### src/rtl/fetch_unit_pkg.sv
// Shared types and constants for the WISC instruction-fetch stage.
package fetch_unit_pkg;

  typedef enum logic [1:0] {
    ST_RUN   = 2'd0,
    ST_MISS  = 2'd1,
    ST_DRAIN = 2'd2,
    ST_HALT  = 2'd3
  } fetch_state_e;

  localparam logic [15:0] BUBBLE_INSTR     = 16'h0000;
  localparam logic [3:0]  OPC_HLT          = 4'hF;
  localparam logic [15:0] DEFAULT_RESET_PC = 16'h0000;
  localparam logic [15:0] PC_STEP          = 16'h0002;

  typedef struct packed {
    logic [15:0] instr;
    logic [15:0] pc2;
    logic        valid;
  } ifid_t;

  function automatic ifid_t ifid_bubble();
    ifid_t b;
    b.instr = BUBBLE_INSTR;
    b.pc2   = 16'h0000;
    b.valid = 1'b0;
    return b;
  endfunction

endpackage

### src/rtl/fetch_unit_addsub.sv
// 16-bit two's-complement adder/subtractor; wraps silently on overflow.
module addsub_16bit (
  input  logic [15:0] a_i,
  input  logic [15:0] b_i,
  input  logic        is_sub_i,
  output logic [15:0] sum_o
);

  logic [15:0] b_eff;

  assign b_eff = b_i ^ {16{is_sub_i}};
  assign sum_o = a_i + b_eff + {15'd0, is_sub_i};

endmodule

### src/rtl/fetch_unit.sv
// Instruction-fetch stage: PC register, I-cache port control and IF/ID register.
module fetch_unit
  import fetch_unit_pkg::*;
#(
  parameter logic [15:0] RESET_PC = DEFAULT_RESET_PC
) (
  input  logic        clk,
  input  logic        rst,
  input  logic        stall,
  input  logic        redirect_en,
  input  logic [15:0] redirect_pc,
  input  logic        imem_rdy,
  input  logic [15:0] imem_data,
  output logic        imem_req,
  output logic [15:0] imem_addr,
  output logic [15:0] pc,
  output logic [15:0] ifid_instr,
  output logic [15:0] ifid_pc2,
  output logic        ifid_valid,
  output logic        fetch_busy,
  output logic        halted
);

  fetch_state_e state_q, state_d;
  logic [15:0]  pc_q, pc_d;
  logic [15:0]  miss_addr_q, miss_addr_d;
  ifid_t        ifid_q, ifid_d;
  logic [15:0]  pc_plus2;

  addsub_16bit u_pc_inc (
    .a_i      (pc_q),
    .b_i      (PC_STEP),
    .is_sub_i (1'b0),
    .sum_o    (pc_plus2)
  );

  always_ff @(posedge clk) begin
    if (rst) begin
      state_q     <= ST_RUN;
      pc_q        <= RESET_PC;
      miss_addr_q <= RESET_PC;
      ifid_q      <= ifid_bubble();
    end else begin
      state_q     <= state_d;
      pc_q        <= pc_d;
      miss_addr_q <= miss_addr_d;
      ifid_q      <= ifid_d;
    end
  end

  always_comb begin
    state_d     = state_q;
    pc_d        = pc_q;
    miss_addr_d = miss_addr_q;
    ifid_d      = ifid_q;

    if (redirect_en) begin
      // Wrong-path word is squashed even under stall; an outstanding miss
      // must still be drained before the target address can be presented.
      pc_d   = redirect_pc;
      ifid_d = ifid_bubble();
      if ((state_q == ST_MISS || state_q == ST_DRAIN) && !imem_rdy) begin
        state_d = ST_DRAIN;
      end else begin
        state_d = ST_RUN;
      end
    end else begin
      case (state_q)
        ST_RUN: begin
          if (imem_rdy) begin
            if (!stall) begin
              ifid_d.instr = imem_data;
              ifid_d.pc2   = pc_plus2;
              ifid_d.valid = 1'b1;
              pc_d         = pc_plus2;
              if (imem_data[15:12] == OPC_HLT) begin
                state_d = ST_HALT;
              end
            end
          end else begin
            miss_addr_d = pc_q;
            state_d     = ST_MISS;
            if (!stall) begin
              ifid_d = ifid_bubble();
            end
          end
        end
        ST_MISS, ST_DRAIN: begin
          // The line becoming ready is only a signal to return to RUN;
          // the word itself is refetched there as a hit (or dropped for DRAIN).
          if (!stall) begin
            ifid_d = ifid_bubble();
          end
          if (imem_rdy) begin
            state_d = ST_RUN;
          end
        end
        ST_HALT: begin
          if (!stall) begin
            ifid_d = ifid_bubble();
          end
        end
        default: begin
          state_d = ST_RUN;
        end
      endcase
    end
  end

  assign imem_req   = (state_q != ST_HALT);
  assign imem_addr  = (state_q == ST_MISS || state_q == ST_DRAIN) ? miss_addr_q : pc_q;
  assign fetch_busy = (state_q == ST_MISS || state_q == ST_DRAIN);
  assign halted     = (state_q == ST_HALT);
  assign pc         = pc_q;
  assign ifid_instr = ifid_q.instr;
  assign ifid_pc2   = ifid_q.pc2;
  assign ifid_valid = ifid_q.valid;

endmodule

### config.mk
export PLATFORM = sky130hd
export DESIGN_NAME = fetch_unit
export DESIGN_NICKNAME = d
export VERILOG_FILES = /design/src/rtl/fetch_unit_pkg.sv /design/src/rtl/fetch_unit_addsub.sv /design/src/rtl/fetch_unit.sv
export SDC_FILE = /design/constraint.sdc
export NUM_CORES = 1
export LEC_CHECK = 0
export CORE_ASPECT_RATIO = 1.75
export CORE_MARGIN = 2
export CORE_UTILIZATION = 42
export DETAILED_ROUTE_END_ITERATION = 7
export PLACE_DENSITY = 0.77
export SLEW_MARGIN = 20
export SYNTH_ARGS = -nofsm -noshare
export SYNTH_HDL_FRONTEND = slang
export SYNTH_SLANG_ARGS = --single-unit
### constraint.sdc
create_clock -name clk -period 1.8 [get_ports clk]
set_input_delay 0.27 -clock clk [delete_from_list [all_inputs] [get_ports clk]]
set_output_delay 0.27 -clock clk [all_outputs]
set_load 0.05 [all_outputs]
# [Word level (Yosys, flattened, before mapping)]
# Index checks and enable logic that the tools add are counted.
[totals] output_inout_bits=68 ff_bits=67
[classes] n_addsub=1 n_reduce_logical=13 muxes=16 n_bitwise=2 eq_ne=10
[op_table] op="two-way mux 33 bit" count=3
[op_table] op="two-way mux 16 bit" count=5
[op_table] op="one-hot mux 33 bit (2 select lines)" count=1
[op_table] op="adder 16 x 2 -> 16 bit (second input constant)" count=1
[op_table] op="two-way mux 2 bit" count=6
[op_table] op="!= test 4 bit (second input constant)" count=2
[op_table] op="!= test 3 bit (second input constant)" count=2
[op_table] op="AND reduction 3 bit" count=2
[op_table] op="== test 2 bit (second input constant)" count=2
[op_table] op="== test 4 bit (second input constant)" count=1
[op_table] op="one-hot mux 2 bit (2 select lines)" count=1
[op_table] op="AND reduction 4 bit" count=1
[op_table] op="nonzero test 2 bit" count=2
[op_table] op="OR reduction 2 bit" count=2
[op_table] op="nonzero test 3 bit" count=1
[op_table] op="OR reduction 3 bit" count=1
[op_table] op="== test 2 x 1 -> 1 bit (second input constant)" count=1
[op_table] op="logical NOT 2 bit" count=1
[op_table] op="!= test 2 x 1 -> 1 bit (second input constant)" count=1
[op_table] op="!= test 2 bit (second input constant)" count=1
[op_table] op="inverter 1 bit" count=2
[op_table] op="logical AND 1 bit" count=1
[op_table] op="logical NOT 1 bit" count=1
[op_table] op="logical OR 1 bit" count=1

# [Depth between registers and ports, before layout]
# Gate-level depths: netlist of the first run.
[logic_depth] depth_word=6 depth_mapped=8

# [By module]
# A second synthesis of the first run with hierarchy kept.
[unflattened] cells_unflattened=446 hier_area_um2=3602.2
[by_module_without_submodules] module="fetch_unit" n_inst=1 area_per_inst_um2=2742.6 cells_per_inst=331
[by_module_without_submodules] module="addsub_16bit" n_inst=1 area_per_inst_um2=859.6 cells_per_inst=115

# [Worst setup path after synthesis of the first run]
# No wires, ideal clock.
[synth_path] path_kind="flip-flop to output port" start="register state_q[0]" end="output port imem_addr[12]" stages_incl_launch_ff=5 path_slack_ns=-0.794 arrival_ns=2.324 required_time_ns=1.530 cell_sequence="dfxtp_1 inv_1 ha_1 buf_1 o21ai_0"
[synth_via] elab_chain_cells=3 elab_cells_between_ends=4
[synth_rtl] item="start: declaration" line="fetch_unit.sv:24" text="fetch_state_e state_q, state_d;"
[synth_rtl] item="start signal: assignment" line="fetch_unit.sv:44" text="state_q <= state_d;"
[synth_rtl] item="== test 2 x 1 -> 1 bit / == test 2 bit (equally long branches)"
[synth_rtl] item="logical OR 1 bit *"
[synth_rtl] item="via fetch_busy" line="fetch_unit.sv:20" text="output logic fetch_busy,"
[synth_rtl] item="two-way mux 16 bit *" line="fetch_unit.sv:111" text="assign imem_addr = (state_q == ST_MISS || state_q == ST_DRAIN) ? miss_addr_q : pc_q;"
[synth_rtl] item="end: declaration" line="fetch_unit.sv:15" text="output logic [15:0] imem_addr,"
# The timed path passes the listed nets; every way through them passes the cells marked *.

# [Worst setup path in the final report of the first run]
[layout_path] start="register state_q[1]" end="output port imem_addr[9]"
[layout_via] elab_chain_cells=3 elab_cells_between_ends=4
[layout_rtl] item="== test 2 x 1 -> 1 bit / == test 2 bit (equally long branches)" line="fetch_unit.sv:111"
[layout_rtl] item="logical OR 1 bit *" line="fetch_unit.sv:111"
[layout_rtl] item="two-way mux 16 bit *" line="fetch_unit.sv:111"
# Mark *: on every way between the ends. The rest lies on a longest branch, timed or not.

==> run metrics, run 1 <==
CTS max path bufs=2; DR vias/cell=5.30; asr flop ratio synth=0%; clk_lat worst skew=0.33 ns; DP HPWL=6890 um; Final Slew Violations=0; CP max FO=5; R2R cell count=8; status=complete, but fails checks; register area share after synthesis=41.4%; clk sink count=67; Post-Syn Nets=445; Clk pwr share=41.5%; Post-synth EDFFs=0; Setup crit start=state_q[1]; FP Rows=42; CP required=1.53 ns; LEAKAGE=2.05 nW; sw frac=28.5%; Core ar.=7510 um2; initial core utilization=43.1%; hold depth=2; RSZ-0062 raised after global routing=true; Syn Area/Cell=8.02 um2; yosys synthesis warning count=0; peak supply drop=0.650 mV; Hold EP=ifid_instr[5]; R2R Path Start=state_q[1]; Pre-antenna DRT Iters=4; setup violators final=16; Routed wire per std cell=16.5 um; Synth Instances=404; clock skew=0.00545 ns; Placed Cells=590; antenna violations before repair=0; Slew headroom=65.1%; Finished Layout Cells=614; width of the chip=70.4 um; Startpoint Class=flip-flop; Slew @ Worst Pin=0.523 ns; Worst Setup Path Type=reg2out; post-layout minimum cycle time=1.97 ns; Pwr Density=888 nW/um2; Routed Antenna Nets=0; post-synth cell types=38; synth top area cells=dfxtp_1 41%, nand2_1 9.4%, a21oi_1 7.7%; # DRC=0; Starting DRT DRC Count=158; Hold WC Path Type=reg2reg; Final Cycle Share=109%; endpoints failing hold=0; Synth Register Bits=67; Switch Pwr=1.31 mW; global-route wire length before repair=15900 um; GR Util All Layers=24.3%; IO Port Bufs=104; Final Net Count=562; DIE AREA=8460 um2; Synth top cells by count=81 x nand2_1, 67 x dfxtp_1, 50 x a21oi_1; RePlAce Congestion=0.863; clk root buf=clkbuf_16; ant diodes=0; crit path DAT=1.70 ns; Vias=3256; # IOs=105; CTS clk-pin slew, worst paths=0.06 ns; Hold Crit Start=ifid_instr[5]; combinational fraction of design power=23.6%; Design Power=4.60 mW; fraction of power consumed by sequential logic=34.9%; synthesized cell area=3240 um2; layout cells sized above 1=27.0%; CTS tree=built; CTS Buf Count=9; CP Capture Type=primary output; H-tree levels=3; most frequent cell after synthesis=nand2_1; vias in the first global route=3190; Overflow after GRT=0; chip height=120 um; Max Cap Violations=0; top-area cell type share of the netlist area=41.4%; drt total wl=10100 um; top_reg_cell synth=dfxtp_1; cell taking the most area after synthesis=dfxtp_1; RR Endpoint=pc[12]; R2R Setup Slk=0.06 ns; largest net degree at the start of global routing=25; Fmax=508 MHz; failing checks=setup timing; area grow syn2layout=59.9%; setup ws final=-0.170 ns; Pint=3.29 mW
-- what timing repair did --
action / in CTS / in global routing
pin swaps: 3 / 3
buffers inserted: 5 / 2
gates resized for setup: 56 / 10
gates cloned: 1 / 0
endpoints found under the setup margin: 17 / 43
hold buffers: 0 / 0
-- logic make-up after synthesis --
logic type	after synthesis	share of synthesized area, %
and+or+nand+nor	153	21.5
AOI/OAI and AO/OA	87	15.7
buffers and inverters	50	6.76
xor gates and xnor gates	22	5.95
adders and majority gates	4	1.54
muxes	21	7.10
DFF	67	41.4
-- area by class of cell --
type | count | area (um2)
multi-input combinational | 287 | 1830
timing repair buffer | 142 | 1480
inverter | 14 | 52.6
clock buffer | 13 | 293
sequential | 67 | 1380
clock inverter | 3 | 40.0
tap | 88 | 110
fill | 625 | 2330
-- flip-flops by register name (all words and copies together), names as in the netlist --
signal	count
ifid_pc2	16
miss_addr_q	16
state_q	2
ifid_valid	1
pc	16
ifid_instr	16
-- layer usage --
metal	global-route usage, %	vias to the layer above	wire [um]
met5	0	-	0
met2	45.3	98	5730
met3	4.75	16	387
met4	10.8	0	240
met1	25.6	1544	3780
li1	-	1598	-
-- stage by stage --
stage | area [um2] | util (%) | worst slack [ns] | hold slack, ns | setup TNS [ns]
floorplan | 3300 | - | 0.00307 | 0.404 | 0
global route | 5180 | 68.9 | -0.191 | 0.470 | -2.82
CTS | 5120 | 68.1 | -0.179 | 0.453 | -2.49
detailed placement | 4510 | 60.0 | -0.108 | 0.446 | -0.828
finish | 5180 | 68.9 | -0.170 | 0.451 | -2.46
global placement | 4510 | 60.0 | -0.0873 | 0.439 | -0.137
-- worst max path at each step --
| stage | endpoint | slack, ns | cells past startpoint |
|---|---|---|---|
| detailed placement | pc[12] | -0.11 | 6 |
| CTS | imem_addr[10] | -0.18 | 5 |
| global route | imem_addr[9] | -0.19 | 5 |
| global placement | pc[12] | -0.09 | 6 |
| floorplan | pc[13] | 0.003 | 5 |
| finish | imem_addr[9] | -0.17 | 5 |
-- worst max-delay path: stages (launching register included) --
cell and delay, ns:
dfxtp_2 0.34, inv_2 0.05, ha_4 0.34, buf_12 0.15, mux2_4 0.32, buf_8 0.15
-- cell usage in the layout, fill, tap and decap left out, types with 7 or more instances in the layout --
| cell type | instances |
|---|---|
| mux2_4 | 14 |
| nand2_1 | 79 |
| dfxtp_4 | 8 |
| inv_1 | 12 |
| nor2_1 | 18 |
| o21ai_0 | 7 |
| clkbuf_16 | 11 |
| xor2_1 | 8 |
| dfxtp_1 | 52 |
| buf_8 | 15 |
| dfxtp_2 | 7 |
| nor3_1 | 11 |
| a211oi_1 | 8 |
| nand3_1 | 11 |
| nor4_1 | 7 |
| a21oi_1 | 49 |
| xnor2_1 | 14 |
| buf_4 | 52 |
| clkdlybuf4s50_1 | 62 |
| buf_12 | 9 |
| o21a_1 | 9 |
-- power by group through the flow --
| stage | Combinational, mW | Sequential, mW | Clock (mW) |
|---|---|---|---|
| floorplan | 0.466 | 1.75 | 0 |
| global placement | 0.925 | 1.63 | 0 |
| detailed placement | 0.934 | 1.64 | 0 |
| CTS | 1.08 | 1.61 | 1.93 |
| global route | 1.14 | 1.62 | 2.01 |
| finish | 1.09 | 1.61 | 1.91 |
No activity file was read; power rests on OpenSTA's default activity.
==> inputs of run 2 (changes only) <==
Settings changed: SKIP_CTS_REPAIR_TIMING set to 1.
==> run 2 against run 1 <==
The flow still finishes with violations (setup timing). Non-clock buffer count fell by 3. Global-route usage fell by 1.9 points. Clock-buffer cell count did not move. First-iteration DRC count fell by 6.3%. Total power fell by 1.9%. Via count fell by 0.95%. Die area did not move. Register-to-register slack improved by 0.03 ns. Largest cell class unchanged. Largest power group unchanged.
==> run metrics, run 2 (synthesis gave the netlist of run 1 again) <==
status=complete, but fails checks; failing checks=setup timing; Worst Setup Path Type=reg2out; antenna violations before repair=0 (unchanged); Hold WC Path Type=reg2reg; Critical Path End=imem_addr[5]; Clk pwr share=42.1% (+0.6 points); ant diodes=0 (unchanged); drt total wl=9690 um (-4.4%); Starting DRT DRC Count=148 (-6.3%); Slew @ Worst Pin=0.523 ns (+0.0000349 ns); Pre-antenna DRT Iters=4 (unchanged); Final Cycle Share=109% (about the same); area grow syn2layout=54.6%; Startpoint Class=flip-flop; CTS max path bufs=2 (unchanged); # IOs=105 (unchanged); layout cells sized above 1=25.6% (-1.4 points); area used by multi-input combinational logic=1750 um2 (-4.0%); endpoints failing hold=0 (unchanged); CP required=1.53 ns (about the same); R2R cell count=7 (-1); met2 wire length=5410 um (-5.5%); CTS clk-pin slew, worst paths=0.06 ns (about the same); vias in the first global route=3134 (-1.8%); Pwr Density=901 nW/um2 (+1.5%); RePlAce Congestion=0.863 (unchanged); sw frac=28.3% (-0.25 points); initial core utilization=43.1% (unchanged); commonest non-fill, non-tap cell in the layout=nand2_1; H-tree levels=3 (unchanged); Core ar.=7510 um2 (unchanged); Slew headroom=65.1% (about the same); GR Util All Layers=22.4% (-1.9 points); CTS Buf Count=9 (unchanged); CP Capture Type=primary output; Routed Antenna Nets=0 (unchanged); CTS tree=built; DRT met1 WL=3660 um (-3.2%); Switch Pwr=1.28 mW (-2.7%); # DRC=0 (unchanged); RSZ-0062 raised after global routing=true; commonest non-fill, non-tap cells in the layout=81 x nand2_1, 62 x clkdlybuf4s50_1, 52 x dfxtp_1, 50 x buf_4, 49 x a21oi_1; clk root buf=clkbuf_16; R2R Path Start=state_q[0]; clk_lat worst skew=0.33 ns (about the same); setup ws final=-0.169 ns (+0.000900 ns); Top Layer Used=met4; Routed wire per std cell=15.9 um (-3.9%); R2R Setup Slk=0.09 ns (+0.03 ns); Vias=3225 (-0.95%); chip height=120 um (unchanged); fraction of power consumed by sequential logic=35.5% (+0.6 points); Final Slew Violations=0 (unchanged); peak supply drop=0.635 mV (-2.4%); setup violators final=16 (unchanged); IO Port Bufs=104 (unchanged); fill cell count=658 (+5.3%); DP HPWL=6890 um (unchanged); Setup crit start=state_q[1]; DR vias/cell=5.28 (-0.47%); Sequential Area=1380 um2 (unchanged); Fmax=508 MHz (about the same); combinational fraction of design power=22.4% (-1.2 points); FP Rows=42 (unchanged); clk sink count=67 (unchanged); RR Endpoint=pc[12]; placed cell area=4510 um2 (unchanged); Util after Layout=66.7% (-2.3 points); final instance area=5010 um2 (-3.3%); Final Net Count=559 (-0.53%); largest net degree at the start of global routing=25 (unchanged); global-route wire length before repair=14800 um (-6.5%); CP max FO=10 (+5); crit path DAT=1.70 ns (about the same); Overflow after GRT=0 (unchanged); clock skew=0.00530 ns (-0.000147 ns); width of the chip=70.4 um (unchanged); Max Cap Violations=0 (unchanged); Pint=3.24 mW (-1.5%); met3 routed WL=417 um (+7.8%); LEAKAGE=1.95 nW (-5.1%); DIE AREA=8460 um2 (unchanged); post-layout minimum cycle time=1.97 ns (-0.000900 ns)
==> run 2: changes by cell type in the layout (fill, tap and decap cells not counted), moves of 2 or more <==
cell,change
buf_4,-2
buf_6,+15
buf_8,-15
mux2_2,+11
mux2_4,-11
nand2_1,+2
nand2_4,-2
==> run 2: metal layers <==
| metal | GRT usage (%) | up-vias |
|---|---|---|
| met4 | 9.98 | 0 |
| met5 | 0 | - |
| met3 | 4.67 | 16 |
| met1 | 23.2 | 1507 |
| met2 | 42.2 | 107 |
| li1 | - | 1595 |
==> run 2: power groups by stage <==
stage / Sequential [mW] / Clock (mW) / Combinational (mW)
floorplan: 1.75 / 0 / 0.466
global placement: 1.63 / 0 / 0.925
detailed placement: 1.64 / 0 / 0.934
CTS: 1.60 / 1.93 / 0.940
global route: 1.61 / 2.01 / 1.06
finish: 1.61 / 1.90 / 1.01
==> run 2: metrics by stage <==
step | worst slack [ns] | cells | total power, mW | TNS (ns) | hold slack [ns]
after floorplan | 0.00307 | 404 | 2.22 | 0 | 0.404
after global placement | -0.0873 | 590 | 2.56 | -0.137 | 0.439
after detailed placement | -0.108 | 590 | 2.57 | -0.828 | 0.446
after CTS | -0.354 | 606 | 4.47 | -4.53 | 0.453
after global routing | -0.201 | 611 | 4.69 | -2.66 | 0.475
final | -0.169 | 611 | 4.52 | -2.12 | 0.451
==> run 2: cell type report <==
| class | instances | area share [%] |
|---|---|---|
| Inverter | 14 | 1.05 |
| Sequential cell | 67 | 27.5 |
| Timing Repair Buffer | 139 | 27.6 |
| Multi-Input combinational cell | 287 | 35.0 |
| Clock buffer | 13 | 5.84 |
| Clock inverter | 3 | 0.799 |
| Tap cell | 88 | 2.20 |
==> run 2: worst min path at each step <==
stage	start	to	cells after the start
floorplan	redirect_pc[4]	pc[4]	2
global placement	miss_addr_q[3]	miss_addr_q[3]	2
detailed placement	ifid_instr[5]	ifid_instr[5]	2
CTS	ifid_instr[5]	ifid_instr[5]	2
global route	miss_addr_q[5]	miss_addr_q[5]	2
finish	ifid_instr[5]	ifid_instr[5]	2
==> run 2: worst max-delay path, cell delays in order, from the launching register on <==
cell,delay [ns]
dfxtp_2,0.35
inv_2,0.06
ha_4,0.29
buf_12,0.15
mux2_2,0.35
buf_6,0.16
==> inputs of run 3 (changes only) <==
Settings changed: CORE_UTILIZATION 42 to 35, PLACE_DENSITY 0.77 to 0.7.
==> run 3 against run 2 <==
The flow still finishes with violations (setup timing). Die area is 19% higher. Register-to-register slack worse by 0.08 ns. Clock skew is 0.0025 ns higher. Largest cell class unchanged. Combinational power is 8% higher. Worst setup slack worse by 0.00057 ns. Sequential power hardly changed. Clock-buffer cell count stayed put. Highest routed layer unchanged. Clock power is 10% lower. Total power is 2.2% lower.
==> run metrics, run 3 (synthesis gave the netlist of run 1 again) <==
FP Rows=46 (+9.5%); # IOs=105 (unchanged); H-tree levels=3 (unchanged); sw frac=29.1% (+0.83 points); combinational fraction of design power=24.8% (+2.4 points); Worst Setup Path Type=reg2out; # DRC=0 (unchanged); largest net degree at the start of global routing=26 (+4.0%); CTS Buf Count=9 (unchanged); post-layout minimum cycle time=1.97 ns (+0.000566 ns); Routed Antenna Nets=0 (unchanged); antenna violations before repair=0 (unchanged); Pint=3.13 mW (-3.4%); Clk pwr share=38.8% (-3.3 points); Slew headroom=61.3% (-3.8 points); Vias=3275 (+1.6%); Startpoint Class=flip-flop; Max Cap Violations=0 (unchanged); global-route wire length before repair=15300 um (+3.1%); clock skew=0.00782 ns (+0.00252 ns); layout cells sized above 1=26.8% (+1.2 points); vias in the first global route=3205 (+2.3%); Util after Layout=57.5% (-9.1 points); commonest non-fill, non-tap cell in the layout=nand2_1; commonest non-fill, non-tap cells in the layout=79 x nand2_1, 60 x clkdlybuf4s50_1, 54 x buf_4, 52 x dfxtp_1, 49 x a21oi_1; DIE AREA=10100 um2 (+19%); clk sink count=67 (unchanged); status=complete, but fails checks; CTS max path bufs=2 (unchanged); Switch Pwr=1.29 mW (+0.65%); ant diodes=0 (unchanged); Routed wire per std cell=15.6 um (-1.4%); Final Slew Violations=0 (unchanged); Slew @ Worst Pin=0.580 ns (+0.0571 ns); crit path DAT=1.70 ns (about the same); Finished Layout Cells=646 (+5.7%); RePlAce Congestion=0.901 (+4.3%); width of the chip=76.7 um (+9.0%); failing checks=setup timing; Pre-antenna DRT Iters=4 (unchanged); DR vias/cell=5.07 (-4.0%); CTS clk-pin slew, worst paths=0.05 ns (about the same); fill cell count=797 (+21%); fraction of power consumed by sequential logic=36.4% (+0.9 points); Overflow after GRT=0 (unchanged); CP required=1.53 ns (about the same); endpoints failing hold=0 (unchanged); Hold WC Path Type=reg2reg; IO Port Bufs=104 (unchanged); initial core utilization=35.9% (-7.3 points); RSZ-0062 raised after global routing=true; CP Capture Type=primary output; CTS tree=built; clk root buf=clkbuf_16; GR Util All Layers=18.9% (-3.5 points); Final Cycle Share=109% (about the same); Starting DRT DRC Count=184 (+24%); LEAKAGE=2.05 nW (+5.2%); Final Net Count=562 (+0.54%); chip height=131 um (+9.2%); Fmax=508 MHz (about the same); Pwr Density=850 nW/um2 (-5.8%); drt total wl=10100 um (+4.2%); clk_lat worst skew=0.33 ns (about the same); area grow syn2layout=60.4%; DP HPWL=7190 um (+4.3%); Core ar.=9040 um2 (+20%); WHS=0.455 ns (+0.00371 ns); CP max FO=4 (-6); setup ws final=-0.170 ns (-0.000566 ns); setup violators final=16 (unchanged); Placed Cells=623 (+5.6%); peak supply drop=0.595 mV (-6.2%)
-- run 3: changes by cell type in the layout (fill, tap and decap cells not counted), sizes merged --
cell           change
clkbuf             +1
clkdlybuf4s50      -2
buf                +5
dlymetal6s2s       -1
-- run 3: cell type report --
type,instances,area [um2],share of cell area [%]
tap,120,150,2.89
timing repair buffer,142,1490,28.6
sequential,67,1380,26.6
multi-input combinational,287,1830,35.3
inverter,14,55.1,1.06
clock inverter,3,40.0,0.770
clock buffer,13,250,4.81
-- run 3: power by group through the flow --
stage	sequential, mW	combinational, mW	clock, mW
6_report	1.61	1.09	1.71
2_1_floorplan	1.75	0.466	0
3_3_place_gp	1.63	0.940	0
4_1_cts	1.60	0.954	1.74
5_1_grt	1.62	1.15	1.80
3_5_place_dp	1.64	0.949	0
-- run 3: path summary, 6_finish.rpt --
kind,slack [ns],cells after the start,end,from
setup / recovery,-0.17,5,imem_addr[5],state_q[1]
setup reg to reg,0.01,9,state_q[1],state_q[1]
hold reg to reg,0.46,2,ifid_instr[2],ifid_instr[2]
hold / removal,0.46,2,ifid_instr[2],ifid_instr[2]
-- run 3: stage by stage --
step	total power [mW]	setup slack [ns]	instance area, um2	setup TNS (ns)
finish	4.42	-0.170	5200	-2.41
global route	4.57	-0.184	5200	-2.76
CTS	4.30	-0.297	4860	-4.38
detailed placement	2.58	-0.147	4570	-1.16
global placement	2.57	-0.148	4570	-0.200
floorplan	2.22	0.00307	3300	0
-- run 3: critical path, cell delays in order (launching register included) --
cell and delay [ns]:
dfxtp_2 0.35, inv_4 0.05, ha_4 0.33, clkbuf_16 0.17
mux2_4 0.32, buf_8 0.15
-- run 3: layer usage --
| metal | up-vias | track usage (%) | share of wire [%] |
|---|---|---|---|
| met1 | 1541 | 19.4 | 38 |
| li1 | 1611 | - | - |
| met2 | 109 | 35.9 | 56 |
| met3 | 14 | 3.85 | 3.7 |
| met4 | 0 | 8.18 | 2.0 |
| met5 | - | 0 | 0 |
